**config.mk**
```make
export PLATFORM = sky130hd
export DESIGN_NAME = wb_master_bridge
export DESIGN_NICKNAME = d
export VERILOG_FILES = /design/src/rtl/wb_pkg.sv /design/src/rtl/wb_master_bridge.sv
export SDC_FILE = /design/constraint.sdc
export NUM_CORES = 1
export LEC_CHECK = 0
export CAP_MARGIN = 5
export CORE_MARGIN = 1.5
export CORE_UTILIZATION = 46
export DETAILED_ROUTE_END_ITERATION = 7
export GPL_TIMING_DRIVEN = 0
export HOLD_SLACK_MARGIN = 0.08
export PLACE_DENSITY = 0.86
export SETUP_SLACK_MARGIN = 0.3
export SYNTH_ARGS = -nofsm -noshare
export SYNTH_HDL_FRONTEND = slang
export SYNTH_SLANG_ARGS = --single-unit
```
**constraint.sdc**
```tcl
create_clock -name clk -period 4.8 [get_ports clk]
set_input_delay 0.96 -clock clk [delete_from_list [all_inputs] [get_ports clk]]
set_output_delay 0.96 -clock clk [all_outputs]
set_load 0.02 [all_outputs]
```
**src/rtl/wb_pkg.sv**
```systemverilog
// Shared definitions for the Wishbone master bridge: cycle-type and burst-type
// encodings, the bridge state enum, and a counter-width helper.
package wb_pkg;

  localparam logic [2:0] CTI_CLASSIC = 3'b000;
  localparam logic [2:0] CTI_INCR    = 3'b010;
  localparam logic [2:0] CTI_EOB     = 3'b111;

  localparam logic [1:0] BTE_LINEAR  = 2'b00;

  typedef enum logic [1:0] {
    IDLE,
    WDATA,
    BUS,
    RSP
  } wb_state_e;

  // Bits needed to hold values 0..max_val, never less than one bit.
  function automatic int cnt_width(input int max_val);
    return (max_val < 1) ? 1 : $clog2(max_val + 1);
  endfunction

endpackage

```
**src/rtl/wb_master_bridge.sv**
```systemverilog
// Wishbone B4 master bridge: turns a command/write-data/response stream
// interface into incrementing Wishbone bursts. Each beat is terminated by
// ack_i, err_i or rty_i (in that priority), or by a timeout. A retry
// re-issues the same beat after a one-cycle strobe gap. An error or a
// timeout ends the whole burst.
module wb_master_bridge
  import wb_pkg::*;
#(
  parameter int TIMEOUT   = 255,
  parameter int MAX_RETRY = 3
) (
  input  logic        clk,
  input  logic        rst,
  // command
  input  logic        cmd_valid,
  output logic        cmd_ready,
  input  logic [31:0] cmd_adr,
  input  logic        cmd_we,
  input  logic [3:0]  cmd_sel,
  input  logic [3:0]  cmd_len,
  // write data
  input  logic        wdat_valid,
  output logic        wdat_ready,
  input  logic [31:0] wdat,
  // per-beat response
  output logic        rsp_valid,
  input  logic        rsp_ready,
  output logic [31:0] rsp_dat,
  output logic        rsp_err,
  output logic        rsp_last,
  // Wishbone master
  output logic [31:0] adr_o,
  output logic [31:0] dat_o,
  output logic [3:0]  sel_o,
  output logic        we_o,
  output logic        cyc_o,
  output logic        stb_o,
  output logic [2:0]  cti_o,
  output logic [1:0]  bte_o,
  input  logic [31:0] dat_i,
  input  logic        ack_i,
  input  logic        err_i,
  input  logic        rty_i
);

  localparam int TMO_W = cnt_width(TIMEOUT);
  localparam int RTY_W = cnt_width(MAX_RETRY);

  wb_state_e        state;
  wb_state_e        state_next;

  logic [3:0]       len_q;
  logic [3:0]       beat_cnt;
  logic [RTY_W-1:0] retry_cnt;
  logic [TMO_W-1:0] tmo_cnt;
  logic             stb_gap;

  logic             term_ack;
  logic             term_err;
  logic             do_retry;

  // State register; reset abandons any burst in flight without a response.
  always_ff @(posedge clk) begin
    if (rst) begin
      state <= IDLE;
    end else begin
      state <= state_next;
    end
  end

  // Next-state logic plus decoding of how the current bus beat terminates.
  always_comb begin
    state_next = state;
    term_ack   = 1'b0;
    term_err   = 1'b0;
    do_retry   = 1'b0;
    unique case (state)
      IDLE: begin
        if (cmd_valid) begin
          state_next = cmd_we ? WDATA : BUS;
        end
      end
      WDATA: begin
        if (wdat_valid) begin
          state_next = BUS;
        end
      end
      BUS: begin
        if (!stb_gap) begin
          if (ack_i) begin
            term_ack = 1'b1;
          end else if (err_i) begin
            term_err = 1'b1;
          end else if (rty_i) begin
            if (retry_cnt < RTY_W'(MAX_RETRY)) begin
              do_retry = 1'b1;
            end else begin
              term_err = 1'b1;
            end
          end else if (tmo_cnt == TMO_W'(TIMEOUT - 1)) begin
            term_err = 1'b1;
          end
          if (term_ack || term_err) begin
            state_next = RSP;
          end
        end
      end
      RSP: begin
        if (rsp_ready) begin
          if (rsp_last) begin
            state_next = IDLE;
          end else begin
            state_next = we_o ? WDATA : BUS;
          end
        end
      end
      default: begin
        state_next = IDLE;
      end
    endcase
  end

  // Handshake outputs and burst cycle type follow directly from the state.
  always_comb begin
    cmd_ready  = (state == IDLE) && !rst;
    wdat_ready = (state == WDATA);
    stb_o      = (state == BUS) && !stb_gap;
    rsp_valid  = (state == RSP);
    bte_o      = BTE_LINEAR;
    if (len_q == 4'd0) begin
      cti_o = CTI_CLASSIC;
    end else if (beat_cnt == len_q) begin
      cti_o = CTI_EOB;
    end else begin
      cti_o = CTI_INCR;
    end
  end

  // Beat, retry and timeout counters plus the one-cycle strobe gap after a retry.
  always_ff @(posedge clk) begin
    if (rst) begin
      len_q     <= '0;
      beat_cnt  <= '0;
      retry_cnt <= '0;
      tmo_cnt   <= '0;
      stb_gap   <= 1'b0;
    end else begin
      stb_gap <= do_retry;

      if (state != BUS || stb_gap || do_retry) begin
        tmo_cnt <= '0;
      end else begin
        tmo_cnt <= tmo_cnt + 1'b1;
      end

      if (state == IDLE && cmd_valid) begin
        len_q     <= cmd_len;
        beat_cnt  <= '0;
        retry_cnt <= '0;
      end else if (do_retry) begin
        retry_cnt <= retry_cnt + 1'b1;
      end else if (state == RSP && rsp_ready && !rsp_last) begin
        beat_cnt  <= beat_cnt + 1'b1;
        retry_cnt <= '0;
      end
    end
  end

  // Wishbone address/data/control registers; cyc_o spans the whole burst.
  always_ff @(posedge clk) begin
    if (rst) begin
      adr_o <= '0;
      dat_o <= '0;
      sel_o <= '0;
      we_o  <= 1'b0;
      cyc_o <= 1'b0;
    end else begin
      if (state == IDLE && cmd_valid) begin
        adr_o <= {cmd_adr[31:2], 2'b00};
        sel_o <= cmd_sel;
        we_o  <= cmd_we;
      end

      if (state == WDATA && wdat_valid) begin
        dat_o <= wdat;
      end

      if (state != BUS && state_next == BUS) begin
        cyc_o <= 1'b1;
      end else if (term_err) begin
        cyc_o <= 1'b0;
      end else if (state == RSP && rsp_ready && rsp_last) begin
        cyc_o <= 1'b0;
      end

      if (state == RSP && rsp_ready && !rsp_last) begin
        adr_o <= adr_o + 32'd4;
      end
    end
  end

  // Response registers captured when a beat terminates.
  always_ff @(posedge clk) begin
    if (rst) begin
      rsp_dat  <= '0;
      rsp_err  <= 1'b0;
      rsp_last <= 1'b0;
    end else begin
      if (term_ack) begin
        rsp_dat  <= we_o ? 32'd0 : dat_i;
        rsp_err  <= 1'b0;
        rsp_last <= (beat_cnt == len_q);
      end else if (term_err) begin
        rsp_dat  <= 32'd0;
        rsp_err  <= 1'b1;
        rsp_last <= 1'b1;
      end
    end
  end

endmodule

```
==> run_results.csv <==
group,metric,value,unit
run_status,outcome,"finished clean",
floorplan,core.rowCount,38,
drt,dr.max_layer_used,"met4",
synthesis,synthTopCellsByArea,"dfxtp_1 (48%), nand2_1 (9.9%), a21oi_1 (6.1%), a22o_1 (5.4%), nor2_1 (3.1%)",
drt,wl_met2,8264,µm
setup_path,r2r_setup_slack,2600,ps
power_and_ir_drop,max-vdd-ir-drop,0.0002379,V
drt,wire_per_inst,16.69,µm
synthesis,syn_avg_cell_area,8.552,µm²
global_routing,antenna_found_initial,0,
floorplan,chipHeight,109.1,µm
setup_path,cp-start-kind,"input port",
setup_path,critical_path.cell_chain,"clkdlybuf4s50_1 > clkbuf_1 > nor3_1 > clkdlybuf4s50_1",
global_routing,grt_pass1_vias,5441,
clock_network,cts_tree,"yes",
layout,fillers,807,
setup_path,max_stage_delay,580,ps
setup_path,crit_buf_inv,3,
synthesis,synth-edff-count,0,
drt,drc,0,
drt,wirelength,16680,µm
setup_path,r2r-end,"adr_o[22]$_SDFFE_PP0P_",
synthesis,synth_top_area_frac,0.4751,
power_and_ir_drop,power_leakage,3.056,nW
synthesis,synthFlopType,"dfxtp_1",
clock_network,clock_latency,410,ps
timing,finalClockSkew,6.121,ps
clock_network,cts_resized,0,
clock_network,cts-hold-fix-buffers,0,
synthesis,yosysWarnings,0,
drt,drtIter0Drc,330,
power_and_ir_drop,p_per_area,361.3,nW/µm²
drt,dr_total_vias,5490,
layout,antenna_cells,0,
layout,layout.nets,965,
timing,finalSetupTns,0,ps
place,gp_congestion,0.8969,
timing,setup_viol,0,
setup_path,arrival,2700,ps
place,place_hpwl,12250,µm
drt,route.met3.wl,1491,µm
layout,drive_gt1_frac,0.08149,
floorplan,die_w,109.1,µm
setup_path,path_max_fanout,10,
timing,finalHoldViolCount,0,
setup_path,crit_type,"in2out",
clock_network,cts.clk_slew.worst_paths,60,ps
timing,fmax,273.2,MHz
clock_network,cts_setup_buffers,0,
floorplan,coreArea,10940,µm²
setup_path,critPathTopFamily,"buffers and inverters",
layout,area_growth,57.19,%
synthesis,ys_types,58,
timing,slew_violations,0,
power_and_ir_drop,p_total,2.943,mW
floorplan,dieArea,11910,µm²
synthesis,ys_ff_latch,123,
timing,tightest_slew,625.1,ps
clock_network,h-tree-depth,4,
floorplan,start_util,0.4739,
place,port_buffers,219,
layout,mostFrequentLayoutCells,"clkdlybuf4s50_1 (219), nand2_1 (136), dfxtp_1 (123)",
timing,timing.hold.ws,453.5,ps
global_routing,track_usage,0.2802,
min_path,holdCritPathClass,"reg2reg",
place,dp_slack,1171,ps
global_routing,grt_pass1_wl,25790,µm
layout,post-route-util,0.7450,
run,drv_cap,0,
setup_path,slowest_stage,"clkdlybuf4s50_1",
synthesis,async_flop_share,0,
setup_path,crit_path_frequent_cell,"clkdlybuf4s50_1",
setup_path,critPathCaptureType,"output port",
synthesis,ys_seq_area_frac,0.4751,
clock_network,root_buffer,"clkbuf_16",
timing,rsz0062_at_grt,"no",
drt,firstDrtPassIters,4,
layout,mostFrequentLayoutCell,"clkdlybuf4s50_1",
min_path,min_from,"dat_o[0]$_SDFFE_PP0P_",
global_routing,overflow,0,
clock_network,numCtsBuffers,17,
synthesis,synth_top_cell_by_area,"dfxtp_1",
synthesis,synthCells,606,
min_path,min_path_cells,2,
drt,met1Wirelength,6430,µm
timing,worst_slack,1140,ps
timing,period_minus_slack,3660,ps
synthesis,synthesis.area,5182,µm²
clock_network,clock_sinks,123,
timing,fin_crit_sh,0.7624,
min_path,holdPathEnd,"dat_o[0]$_SDFFE_PP0P_",
setup_path,ff2ff_path_depth,6,
global_routing,grt_max_degree,17,
drt,vias_per_cell,5.495,
setup_path,required,3840,ps
drt,ant_nets,0,
floorplan,pin_count,226,
clock_network,clockBufferDepth,2,
timing,slew_headroom,0.5815,
setup_path,r2r_start,"adr_o[2]$_SDFFE_PP0P_",
[synthesized netlist by cell type (all sizes together) (2+ instances only)]
library cell,n
nand2,136
dfxtp,123
a21oi,65
nor2,43
a22o,32
nand3,29
buf,22
clkbuf,17
nand4,15
nor3,11
o21ai,11
xor2,11
a31oi,10
nor4,6
xnor2,6
ha,5
inv,5
nor2b,5
a221oi,4
and3,4
mux2,4
a22oi,3
a2bb2oi,3
and2,3
nor3b,3
o21a,3
or4,3
and4,2
mux2i,2
or2,2
[flip-flops by register name, indices dropped and copies added, names as in the netlist]
signal     flops
adr_o         30
beat_cnt       4
cyc_o          1
dat_o         32
len_q          4
retry_cnt      2
rsp_dat       32
rsp_err        1
rsp_last       1
sel_o          4
state          2
stb_gap        1
tmo_cnt        8
we_o           1
[power breakdown]
| part | internal, mW | leakage (nW) | switching [mW] |
|---|---|---|---|
| sequential | 1.08 | 1.00 | 0.0630 |
| clock | 0.802 | 0.282 | 0.456 |
| combinational | 0.268 | 1.77 | 0.272 |
[area by class of cell]
type	count	area, µm²	share of cell area
multi-input combinational	442	2525	0.3099
sequential	123	2462	0.3023
timing repair buffer	219	2192	0.2691
clock buffer	21	470.5	0.05775
buffer	39	187.7	0.02304
tap	140	175.2	0.02150
clock inverter	10	115.1	0.01413
inverter	5	18.77	0.002304
[worst register-to-register path, delay by kind of cell, from the launching register on]
kind	cells	cell delay, ps
adder cells (fa/ha/maj)	1	250
AND/OR/NAND/NOR	4	1310
AO/OA/AOI/OAI	1	160
flip-flops	1	390
[stage by stage]
step	instances	instance area, µm²
global placement	968	7561
CTS	999	8147
finish	999	8147
detailed placement	968	7561
global route	999	8147
floorplan	609	5194
[per-layer routing]
metal,vias to the layer above,GRT usage
li1,2625,-
met1,2527,0.3109
met2,292,0.4817
met3,46,0.09265
met4,0,0.1325
met5,-,0
[cell families (layout without fill, tap and decap cells)]
logic type                 after synthesis  count (layout)  synth area share
and+or+nand+nor                        266             266            0.2475
DFF                                    123             123            0.4751
other                                    1               4         0.0007236
buffers and inverters                   44             294           0.03983
adders and majority gates                5               5           0.01207
xor gates and xnor gates                17              17           0.02873
muxes                                    6               6           0.01255
AOI/OAI and AO/OA                      144             144            0.1835
[how the worst max path moves through the flow]
| stage | startpoint | endpoint | cells past startpoint |
|---|---|---|---|
| floorplan | rst | cmd_ready | 2 |
| finish | rst | cmd_ready | 4 |
| global route | rst | cmd_ready | 4 |
| global placement | rst | cmd_ready | 4 |
| detailed placement | rst | cmd_ready | 4 |
| CTS | rst | cmd_ready | 4 |
No activity file was read; power rests on OpenSTA's default activity.
